`src/rtl/adc_phase_tuner.sv`:
```
// adc_phase_tuner: sweeps the ADC sampling phase 0..31, re-runs the I2C init
// for each setting, scores one frame of adjacent-pixel differences, then
// reprograms the best-scoring phase and reports lock.
module adc_phase_tuner #(
   parameter int          SETTLE_FRAMES = 2,
   parameter int          ACC_W         = 32,
   parameter logic [23:0] INIT_TIMEOUT  = 24'd16000000
) (
   input  logic             Clk,
   input  logic             Reset,
   input  logic             Vsync,
   input  logic             PixValid,
   input  logic [7:0]       Pix,
   input  logic             InitDone,
   input  logic             Retune,
   output logic [4:0]       Phase,
   output logic             InitReset,
   output logic             Locked,
   output logic [4:0]       BestPhase,
   output logic [ACC_W-1:0] BestMetric
);

   typedef enum logic [3:0] {
      APPLY, GUARD, WAIT_INIT, SETTLE, MEASURE, COMPARE, NEXT,
      FINAL_APPLY, FINAL_GUARD, FINAL_WAIT, LOCKED
   } state_t;

   state_t           state;
   logic             vsync_q;
   logic             prev_valid;
   logic [7:0]       prev_pix;
   logic [ACC_W-1:0] acc;
   logic [7:0]       frame_cnt;
   logic [23:0]      timer;

   logic             vs_edge;
   logic             timer_expired;
   logic [7:0]       pix_diff;
   logic [ACC_W:0]   acc_sum;

   // Edge detect, init timeout, and the saturating |Pix - prevPix| sum.
   always_comb begin
      vs_edge       = Vsync & ~vsync_q;
      timer_expired = ({1'b0, timer} + 25'd1) >= {1'b0, INIT_TIMEOUT};
      pix_diff      = (Pix >= prev_pix) ? (Pix - prev_pix) : (prev_pix - Pix);
      acc_sum       = {1'b0, acc} + {{(ACC_W-7){1'b0}}, pix_diff};
   end

   // Previous-cycle history: Vsync level, pixel-chain valid and last valid pixel.
   always_ff @(posedge Clk) begin
      if (Reset) begin
         vsync_q    <= 1'b0;
         prev_valid <= 1'b0;
         prev_pix   <= 8'd0;
      end else begin
         vsync_q    <= Vsync;
         prev_valid <= PixValid;
         if (PixValid) prev_pix <= Pix;
      end
   end

   // Sweep controller. InitReset is registered, so it is high in the cycle
   // after APPLY/FINAL_APPLY; Phase has then been stable for a full cycle and
   // the init stage's Done is already cleared when WAIT_INIT starts sampling.
   always_ff @(posedge Clk) begin
      if (Reset) begin
         state      <= APPLY;
         Phase      <= 5'd0;
         BestPhase  <= 5'd0;
         BestMetric <= '0;
         acc        <= '0;
         InitReset  <= 1'b0;
         Locked     <= 1'b0;
         frame_cnt  <= 8'd0;
         timer      <= 24'd0;
      end else begin
         InitReset <= 1'b0;
         case (state)
            APPLY: begin
               InitReset <= 1'b1;
               state     <= GUARD;
            end
            GUARD: begin
               timer <= 24'd0;
               state <= WAIT_INIT;
            end
            WAIT_INIT: begin
               if (InitDone) begin
                  frame_cnt <= 8'd0;
                  state     <= SETTLE;
               end else if (timer_expired) begin
                  acc   <= '0;        // abandoned step scores zero
                  state <= COMPARE;
               end else begin
                  timer <= timer + 24'd1;
               end
            end
            SETTLE: begin
               if (vs_edge) begin
                  if (frame_cnt + 8'd1 >= 8'(SETTLE_FRAMES)) begin
                     acc   <= '0;     // this edge opens the measured frame
                     state <= MEASURE;
                  end else begin
                     frame_cnt <= frame_cnt + 8'd1;
                  end
               end
            end
            MEASURE: begin
               if (vs_edge) begin
                  state <= COMPARE;   // closing edge truncates any live burst
               end else if (PixValid && prev_valid) begin
                  acc <= acc_sum[ACC_W] ? {ACC_W{1'b1}} : acc_sum[ACC_W-1:0];
               end
            end
            COMPARE: begin
               if (acc > BestMetric) begin
                  BestMetric <= acc;
                  BestPhase  <= Phase;
               end
               state <= NEXT;
            end
            NEXT: begin
               if (Phase == 5'd31) begin
                  Phase <= BestPhase; // settle the phase before the final pulse
                  state <= FINAL_APPLY;
               end else begin
                  Phase <= Phase + 5'd1;
                  state <= APPLY;
               end
            end
            FINAL_APPLY: begin
               Phase     <= BestPhase;
               InitReset <= 1'b1;
               state     <= FINAL_GUARD;
            end
            FINAL_GUARD: begin
               timer <= 24'd0;
               state <= FINAL_WAIT;
            end
            FINAL_WAIT: begin
               if (InitDone || timer_expired) begin
                  Locked <= 1'b1;
                  state  <= LOCKED;
               end else begin
                  timer <= timer + 24'd1;
               end
            end
            LOCKED: begin
               if (Retune) begin
                  Locked     <= 1'b0;
                  Phase      <= 5'd0;
                  BestPhase  <= 5'd0;
                  BestMetric <= '0;
                  acc        <= '0;
                  state      <= APPLY;
               end
            end
            default: state <= APPLY;
         endcase
      end
   end

endmodule

```
`config.mk`:
```
export PLATFORM = sky130hd
export DESIGN_NAME = adc_phase_tuner
export DESIGN_NICKNAME = d
export VERILOG_FILES = /design/src/rtl/adc_phase_tuner.sv
export SDC_FILE = /design/constraint.sdc
export NUM_CORES = 1
export LEC_CHECK = 0
export ABC_AREA = 1
export BUFFER_PORTS_ARGS = -buffer_cell sky130_fd_sc_hd__buf_2
export CORE_MARGIN = 5
export CORE_UTILIZATION = 25
export CTS_CLUSTER_DIAMETER = 200
export DETAILED_ROUTE_END_ITERATION = 6
export GPL_ROUTABILITY_DRIVEN = 0
export PLACE_DENSITY = 0.41
export SLEW_MARGIN = 30
export SYNTH_ARGS = -nofsm -noshare
export SYNTH_HDL_FRONTEND = slang
export SYNTH_SLANG_ARGS = --single-unit
```
`constraint.sdc`:
```
create_clock -name Clk -period 9.6 [get_ports Clk]
set_input_delay 0.48 -clock Clk [delete_from_list [all_inputs] [get_ports Clk]]
set_output_delay 0.48 -clock Clk [all_outputs]
set_load 0.02 [all_outputs]
```
# --- Word level (Yosys, flattened, before mapping) ---
# Index checks and enable logic that the tools add are counted.
totals:
  reg_bits: 122
  inputBits: 14
  output_inout_bits: 44
  word_cells: 107
classes:
  add_sub_neg: 7
  order_cmp: 4
  eq_ne: 26
  mux: 38
  bitwise_logic: 2
  n_reduce_logical: 18
op_table:
  columns: ["cell", "n"]
  rows:
  - ["32-bit two-way mux", 9]
  - ["32-bit one-hot mux with 4 select lines", 1]
  - ["24-bit two-way mux", 3]
  - ["24-bit one-hot mux with 3 select lines", 1]
  - ["32-bit one-hot mux with 2 select lines", 1]
  - ["4-bit one-hot mux with 11 select lines", 1]
  - ["32-bit by 8-bit adder with 33-bit output", 1]
  - ["32-bit greater-than comparator", 1]
  - ["8-bit two-way mux", 4]
  - ["4-bit two-way mux", 7]
  - ["2-bit != test (second input constant)", 14]
  - ["24-bit by 1-bit adder with 25-bit output (second input constant)", 1]
  - ["25-bit by 24-bit >= comparator with 1-bit output (second input constant)", 1]
  - ["24-bit by 1-bit adder with 24-bit output (second input constant)", 1]
  - ["4-bit by 3-bit == test with 1-bit output (second input constant)", 4]
  - ["8-bit one-hot mux with 2 select lines", 1]
  - ["8-bit subtractor", 2]
  - ["5-bit two-way mux", 3]
  - ["5-bit one-hot mux with 3 select lines", 1]
  - ["4-bit == test (second input constant)", 3]
  - ["5-bit one-hot mux with 2 select lines", 1]
  - ["8-bit by 1-bit adder with 8-bit output (second input constant)", 1]
  - ["4-bit by 2-bit == test with 1-bit output (second input constant)", 2]
  - ["8-bit by 2-bit >= comparator with 1-bit output (second input constant)", 1]
  - ["22 further kinds", 30]

# --- Logic depth before layout (Yosys ltp) ---
# Gate-level depths: netlist of the first run.
logic_depth:
  depth_word: 7
  depth_mapped: 26
  mapped_depth_nobuf: 26

# --- Least setup slack after synthesis of the first run ---
# Ideal clock, no wire load.
synth_timing:
  path_type: "input to register"
  from: "input Pix[5]"
  to: "register acc[30]"
  setup_ns: 0.070
  arrival_ns: 3.911
  required_ns: 9.530
  path_slack_ns: 5.619
  cell_stages: 21
  path_buffers: 1
  cell_sequence: "inv_1 ha_1 a21o_1 inv_1 nor2_1 a211oi_1 nand3_1 clkbuf_1 o21ai_0 inv_1 fa_1 nand3b_1 nand2_1 a21oi_1 o21ai_2 nand3_1 nor3_1 clkinv_1 nand3_1 nand2_1 a21oi_1"
synth_via:
  elab_chain_len: 7
  elab_cells_between_ends: 9
  cone_classes: "add/sub (3); order compare (1); mux (5)"
synth_lines:
  columns: ["element", "line", "source"]
  rows:
  - ["start: declaration", "13", "input logic [7:0] Pix,"]
  - ["8-bit subtractor / 8-bit >= comparator (equally long branches)", "45", "pix_diff = (Pix >= prev_pix) ? (Pix - prev_pix) : (prev_pix - Pix);"]
  - ["8-bit two-way mux *", "45", null]
  - ["32-bit by 8-bit adder with 33-bit output *", "46", "acc_sum = {1'b0, acc} + {{(ACC_W-7){1'b0}}, pix_diff};"]
  - ["32-bit two-way mux *", "112", "acc <= acc_sum[ACC_W] ? {ACC_W{1'b1}} : acc_sum[ACC_W-1:0];"]
  - ["32-bit two-way mux *", "111", "end else if (PixValid && prev_valid) begin"]
  - ["32-bit two-way mux *", "109", "if (vs_edge) begin"]
  - ["32-bit one-hot mux with 4 select lines *", "78", "case (state)"]
  - ["end signal: assignment", "112", null]
  - ["end: declaration", "32", "logic [ACC_W-1:0] acc;"]
# Mark *: on every way between the ends. The rest lies on a longest branch, timed or not. The select of a mux whose other input is x is not followed.
# A chain may end at the register's enable or synchronous reset.

# --- Worst setup path after layout of the first run ---
layout_timing:
  from: "register prev_pix[5]"
  to: "register acc[28]"
layout_via:
  elab_chain_len: 7
  elab_cells_between_ends: 9
  cone_classes: "add/sub (3); order compare (1); mux (5)"
layout_lines:
  columns: ["element", "line", "source"]
  rows:
  - ["start: declaration", "31", "logic [7:0] prev_pix;"]
  - ["start signal: assignment", "58", "if (PixValid) prev_pix <= Pix;"]
  - ["8-bit subtractor / 8-bit >= comparator (equally long branches)", "45", null]
  - ["8-bit two-way mux *", "45", null]
  - ["32-bit by 8-bit adder with 33-bit output *", "46", null]
  - ["32-bit two-way mux *", "112", null]
  - ["32-bit two-way mux *", "111", null]
  - ["32-bit two-way mux *", "109", null]
  - ["32-bit one-hot mux with 4 select lines *", "78", null]
# Marked as above.

==> metrics.txt, run 1 <==
outcome completed; WP buf/inv 4; Root Buffer clkbuf_16; crit path DAT ~4.9 ns; Setup crit start prev_pix[5]; final std cells w/o fill approximately 1900; Clock Skews about 0.012 ns; via count 8452; max_cap viols 0; Final Util 0.291; DPL Wire Length around 19 mm; Main synth FF type dfxtp_1; clk slew on worst S/H paths approximately 0.06 ns; Initial Utilization 0.252; final hold vios 0; Max Clk Rate approximately 220 MHz; postcts setup bufs 0; DRT iter0 DRCs between 400 and 500; crit path cell chain ha_1 -> a21o_1 -> inv_1 -> nor2_1 -> a211oi_1 -> nand3_1 -> o21ai_0 -> inv_1 -> fa_1 -> nand3b_1 -> nand2_1 -> a21oi_1 -> o21ai_2 -> nand3_1 -> nor3_2 -> buf_4 -> clkinv_1 -> nand3_1 -> nand2_1 -> a21oi_1; DR WL/cell around 14 um; crit path time final between 4 and 5 ns; Setup crit end kind register; Filler cells about 3900; first-pass GRT wire length roughly 44 mm; EDFF count, synth 0; latest clock arrival within the worst-skew pair roughly 0.44 ns; CTS Buf Count 17; critical path's most frequent cell nand3_1; worst r2r path cells 20; critical path startpoint category register; final worst setup slack roughly 5 ns; # rows 68; capture point of the worst path acc[28]; ys async rst share 0; Yosys top cell area share 0.281; Max Slew Vio Count 0; Antenna diodes 0; post-route ant nets 0; FF-to-FF setup slack between 5 and 6 ns; worst hold slack about 0.33 ns; leakage 4.30 nW; first-pass detailed-route iteration total 5; worst endpoint required time approximately 10 ns; critical path depth 20; most common cell after layout, fill and taps aside nand2_1; actual slew at the worst max-slew pin about 0.8 ns; clock tree sinks 122; power per cell area between 200 and 300 nW/um2; pre-CTS WS around 4.7 ns; IO Count just under 60; synthesis-to-layout area growth 15.3%; reg2reg end acc[28]; GRT Resource Usage Total 0.138; post-CTS sizing 0; maximum vdd drop roughly 0.00013 V; RR Startpoint prev_pix[5]; setup_tns 0 ns; number of synthesis warnings 0; DRC Markers 0; largest net degree at the start of global routing 83; WL final approximately 26 mm; number of vias per cell 4.54; most frequent cells in the layout nand2_1 (379), nor2_1 (157), inv_1 (152), dfxtp_1 (122), nand3_1 (112); Post-CTS Hold Buffers 0; Crit Path Class reg -> reg; Synth Register Bits ~120; Horiz. Die Dim 197 um; post-synth top area cell dfxtp_1; crit share post-route 0.477; clk buf depth 2; worst-path fanout max 23; share of cells above drive strength 1 0.104; max incr delay on CP between 0.4 and 0.5 ns; Cells after Synth 1362; Core Area between 30000 and 40000 um2; family with the most delay on the worst path simple AND/OR/NAND/NOR gates; vias in the first global route approximately 8400; syn nets 1439; # setup viols final 0; PortBufs 57; slowest CP cell fa_1; Placed Cells ~1800; mapped cell area around 8700 um2; Die ar. approximately 39000 um2; antenna violations before repair 0; max_slew headroom 0.466; final net count between 1000 and 1500; CTS tree built; remaining global-route overflow 0; worst hold-check path type in -> reg; Die H ~200 um; Cell variety after synth 48; Area contributors post-synth dfxtp_1 (28%), nand2_1 (16%), ha_1 (8.6%); RSZ-0062 raised after global routing false; sequential area share after synthesis 0.281; syn_area_per_cell ~6.4 um2; htree depth 4
[worst register-to-register path, cell delays in order (launching register included)]
cell      delay, ns
dfxtp_1        0.32
ha_1           0.35
a21o_1         0.20
inv_1          0.07
nor2_1         0.04
a211oi_1       0.18
nand3_1        0.36
o21ai_0        0.36
inv_1          0.10
fa_1           0.44
nand3b_1       0.18
nand2_1        0.11
a21oi_1        0.14
o21ai_2        0.26
nand3_1        0.20
nor3_2         0.15
buf_4          0.28
clkinv_1       0.36
nand3_1        0.19
nand2_1        0.07
a21oi_1        0.14
[metrics by stage]
step	area, um2	total power (W)
final	10000	0.00258
after global routing	10000	0.00282
after CTS	10000	0.00263
after detailed placement	9390	0.00190
after global placement	9380	0.00189
after floorplan	8700	0.00161
[metal layers]
layer  GRT usage  share of wire  vias to the layer above
met5           0              0                        -
met4      0.0398          0.016                        0
met3      0.0255          0.027                       30
met2       0.219           0.44                      103
met1       0.192           0.52                     3845
li1            -              -                     4474
[worst min-delay path by stage]
stage,start,endpoint,slack (ns),cells past startpoint
2_1_floorplan,frame_cnt[7],frame_cnt[7],0.43,2
3_3_place_gp,frame_cnt[7],frame_cnt[7],0.44,2
3_5_place_dp,frame_cnt[7],frame_cnt[7],0.45,2
4_1_cts,Pix[5],prev_pix[5],0.30,3
5_1_grt,Pix[5],prev_pix[5],0.33,3
6_report,Pix[5],prev_pix[5],0.33,3
[registers in the layout (all words and copies together) (netlist names)]
signal and count:
prev_pix 8, BestMetric 32, InitReset 1, acc 32
Locked 1, frame_cnt 8, timer 24, vsync_q 1
prev_valid 1, state 4, Phase 5, BestPhase 5
[cells by family after synthesis]
| group | Yosys count | synth area share |
|---|---|---|
| AO/OA/AOI/OAI | 202 | 0.135 |
| XOR/XNOR | 40 | 0.0403 |
| adder cells (fa/ha/maj) | 63 | 0.0932 |
| buffers and inverters | 207 | 0.0948 |
| flip-flops | 122 | 0.281 |
| multiplexers | 2 | 0.00230 |
| AND/OR/NAND/NOR | 726 | 0.354 |
[layout make-up]
| cell class | instances | area, um2 | share of cell area |
|---|---|---|---|
| Clock buffer | 18 | 439 | 0.0438 |
| Clock inverter | 14 | 196 | 0.0196 |
| Inverter | 156 | 587 | 0.0585 |
| Multi-Input combinational cell | 1033 | 5450 | 0.543 |
| Sequential cell | 122 | 2440 | 0.244 |
| Tap cell | 455 | 569 | 0.0568 |
| Timing Repair Buffer | 65 | 349 | 0.0348 |
[where the power goes]
| part | leakage, nW | switching [W] | total (W) | internal [W] |
|---|---|---|---|---|
| Combinational | 3.01 | 0.000737 | 0.00114 | 0.000401 |
| Clock | 0.302 | 0.000270 | 0.000712 | 0.000442 |
| Sequential | 0.992 | 0.000114 | 0.000730 | 0.000617 |
| Total | 4.30 | 0.00112 | 0.00258 | 0.00146 |
[synthesized netlist by cell type, types with 3 or more instances]
library cell / n
nand2_1: 380
nor2_1: 158
inv_1: 152
dfxtp_1: 122
nand3_1: 112
a21oi_1: 93
ha_1: 60
o21ai_0: 56
clkbuf_1: 35
xor2_1: 27
nor3_1: 25
a21oi_2: 20
nand4_1: 19
xnor2_1: 13
a211oi_1: 7
nor4_1: 7
o21bai_1: 6
or2_2: 6
a221oi_1: 5
buf_1: 5
buf_2: 5
nor2_2: 4
nor2_4: 4
buf_4: 3
fa_1: 3
nand2_2: 3
Note: power is estimated with default switching activity, not from simulation.
==> inputs of run 2 (changes only) <==
--- a/config.mk
+++ b/config.mk
@@ -5,7 +5,7 @@
 export SDC_FILE = /design/constraint.sdc
 export NUM_CORES = 1
 export LEC_CHECK = 0
-export ABC_AREA = 1
+export ABC_AREA = 0
 export BUFFER_PORTS_ARGS = -buffer_cell sky130_fd_sc_hd__buf_2
 export CORE_MARGIN = 5
 export CORE_UTILIZATION = 25
==> constraint.sdc (replaced) <==
create_clock -name Clk -period 4.4 [get_ports Clk]
set_input_delay 0.22 -clock Clk [delete_from_list [all_inputs] [get_ports Clk]]
set_output_delay 0.22 -clock Clk [all_outputs]
set_load 0.02 [all_outputs]
==> metrics.txt, run 2 <==
outcome completed; GRT Resource Usage Total 0.131 (-0.00744); RSZ-0062 raised after global routing true; Max Clk Rate 240 MHz (+10%); via count 6693 (-21%); most frequent cells in the layout dfxtp_1 (121), nor2_1 (81), nand2_1 (63), inv_1 (61), ha_1 (59); Psw 0.000998 W (-11%); CTS Buf Count 17 (unchanged); Synth Register Bits 122 (unchanged); crit path time final 4.16 ns (-0.416 ns); post-route ant nets 0 (unchanged); WP buf/inv 5 (+1); sequential area share after synthesis 0.325 (+0.0446); first-pass GRT wire length 35.6 mm (-18%); EDFF count, synth 0 (unchanged); Die ar. 33600 um2 (-13%); number of vias per cell 4.79 (+5.7%); crit path cell chain buf_4 -> ha_1 -> and4_1 -> a2111oi_4 -> o31a_1 -> mux2i_1 -> nand3_1 -> buf_4 -> xor2_1 -> ha_1 -> buf_4 -> inv_1 -> o211ai_1 -> a31o_2 -> buf_4 -> nand2_1 -> or4_1 -> a41oi_1; Post-CTS Hold Buffers 0 (unchanged); worst hold-check path type in -> reg; Int Pwr 0.00223 W (+53%); max_slew headroom 0.457 (-0.00930); synthesis-to-layout area growth 21.5%; Seq pwr share 0.374 (+0.091); slowest CP cell or4_1; mapped cell area 7510 um2 (-14%); Cell variety after synth 67 (+40%); DR WL/cell 15.5 um (+9.7%); Cells after Synth 919 (-33%); actual slew at the worst max-slew pin 0.815 ns (+0.0139 ns); final hold vios 0 (unchanged); share of cells above drive strength 1 0.167 (+0.0633); Core Area 29600 um2 (-14%); setup_tns 0 ns (unchanged); Post-DP Area 8440 um2 (-10%); remaining global-route overflow 0 (unchanged); post-synth top area cell dfxtp_1; count leader, synth dfxtp_1; Post-Layout Inst Area 9120 um2 (-9.1%); Clock Skews 0.00879 ns (-0.00341 ns); first-pass detailed-route iteration total 5 (unchanged); Horiz. Die Dim 183 um (-6.7%); vias in the first global route 6518 (-22%); clk slew on worst S/H paths 0.06 ns (about the same); largest registers BestMetric x32, acc x32, timer x24; DRT iter0 DRCs 378 (-10%); largest net degree at the start of global routing 36 (-57%); DPL Wire Length 15.7 mm (-15%); worst hold slack 0.0435 ns (-0.282 ns); max_cap viols 0 (unchanged); IO Count 58 (unchanged); latest clock arrival within the worst-skew pair 0.43 ns (about the same); syn_area_per_cell 8.17 um2 (+28%); syn nets 996 (-31%); family with the most delay on the worst path compound AO/OA/AOI/OAI gates; Max Slew Vio Count 0 (unchanged); Post-synth top cells dfxtp_1 (122), nor2_1 (83), nand2_1 (63); Main synth FF type dfxtp_1; Multi-input gate area 4740 um2 (-13%); clock tree sinks 122 (unchanged); worst endpoint required time 4.74 ns (-5.22 ns); worst-path fanout max 5 (-78%); register area 2440 um2 (about the same); Crit Path Class reg -> reg; crit share post-route 0.946 (+0.469); # setup viols final 0 (unchanged); Die H 183 um (-6.7%); Area contributors post-synth dfxtp_1 (33%), ha_1 (10%), nor2_1 (4.2%); PortBufs 57 (unchanged); leakage 3.66 nW (-15%); crit path DAT 4.50 ns (-0.44 ns); Antenna diodes 0 (unchanged); clock power share 0.419 (+0.143); # rows 63 (-7.4%); critical path's most frequent cell buf_4; Tot Pwr 0.00323 W (+25%); Setup crit end kind register; DRC Markers 0 (unchanged); critical path startpoint category register; most common cell after layout, fill and taps aside dfxtp_1; ys async rst share 0 (unchanged); CTS tree built; htree depth 4 (unchanged); Root Buffer clkbuf_16; clk buf depth 2 (unchanged); antenna violations before repair 1 (+1); switching share of total power 0.309 (-0.126); maximum vdd drop 0.000303 V (+130%); Filler cells 3228 (-17%); Yosys top cell area share 0.325 (+0.0446); combinational power share 0.207 (-0.234); number of synthesis warnings 0 (unchanged); WL final 21.6 mm (-18%); power per cell area 354 nW/um2 (+38%); Initial Utilization 0.253 (+0.000818); final net count 1074 (-27%); max incr delay on CP 0.42 ns (-0.02 ns); Final Util 0.308 (+0.0166)
==> run 2: cell count changes after synthesis, sizes merged, moves of 18 or more <==
cell,change
nor2,-82
nand2,-322
a21oi,-59
inv,-92
a22o,+26
a21o,+20
mux2i,+18
nand2b,+23
nand3,-82
==> run 2: final cells by class <==
cell class	instances	share of cell area
sequential	122	0.268
inverter	62	0.0255
multi-input combinational	688	0.520
timing repair buffer	106	0.0737
clock inverter	10	0.0115
tap	390	0.0535
clock buffer	18	0.0482
==> run 2: cell families (layout without fill, tap and decap cells) <==
| kind of cell | after synthesis | in the layout | share of synthesized area |
|---|---|---|---|
| buffers and inverters | 109 | 196 | 0.0573 |
| muxes | 23 | 23 | 0.0312 |
| and+or+nand+nor | 327 | 327 | 0.224 |
| xor gates and xnor gates | 40 | 40 | 0.0467 |
| AOI/OAI and AO/OA | 235 | 235 | 0.208 |
| DFF | 122 | 122 | 0.325 |
| adders and majority gates | 63 | 63 | 0.108 |
==> run 2: power groups by stage <==
| stage | registers, W | logic [W] | clock network (W) |
|---|---|---|---|
| after floorplan | 0.00120 | 0.000486 | 0 |
| after global placement | 0.00123 | 0.000665 | 0 |
| after detailed placement | 0.00123 | 0.000660 | 0 |
| after CTS | 0.00121 | 0.000667 | 0.00139 |
| after global routing | 0.00122 | 0.000746 | 0.00144 |
| final | 0.00121 | 0.000669 | 0.00135 |
==> run 2: per-layer routing <==
metal / part of all wire / global-route usage
met1: 0.52 / 0.185
met2: 0.44 / 0.202
met3: 0.031 / 0.0274
met4: 0.010 / 0.0352
met5: 0 / 0
==> run 2: repair_timing <==
item	in CTS	in global routing
gates resized for setup	7	24
pin swaps	2	13
cloned	1	0
buffers inserted	2	1
setup endpoints to repair	27	32
==> run 2: worst reg2reg max path, stage by stage (launching register included) <==
cell	delay, ns
dfxtp_1	0.31
buf_4	0.14
ha_1	0.31
and4_1	0.25
a2111oi_4	0.35
o31a_1	0.31
mux2i_1	0.21
nand3_1	0.11
buf_4	0.15
xor2_1	0.14
ha_1	0.29
buf_4	0.12
inv_1	0.05
o211ai_1	0.22
a31o_2	0.23
buf_4	0.15
nand2_1	0.12
or4_1	0.42
a41oi_1	0.21
==> run 2: path summary, 6_finish.rpt <==
path                                       to  cells after the start  slack [ns]           from
worst max-delay path                  acc[15]                     18        0.24    prev_pix[1]
worst max register to register        acc[15]                     18        0.24    prev_pix[1]
worst min-delay path                  vsync_q                      2        0.04          Vsync
worst min register to register  BestMetric[4]                      2        0.47  BestMetric[4]
==> run 2: per-stage QoR <==
step	worst slack, ns	std cells
final	0.238	1396
after global placement	-0.101	1364
after global routing	-0.0302	1396
after detailed placement	-0.169	1364
after CTS	0.00207	1395
after floorplan	0.0308	919
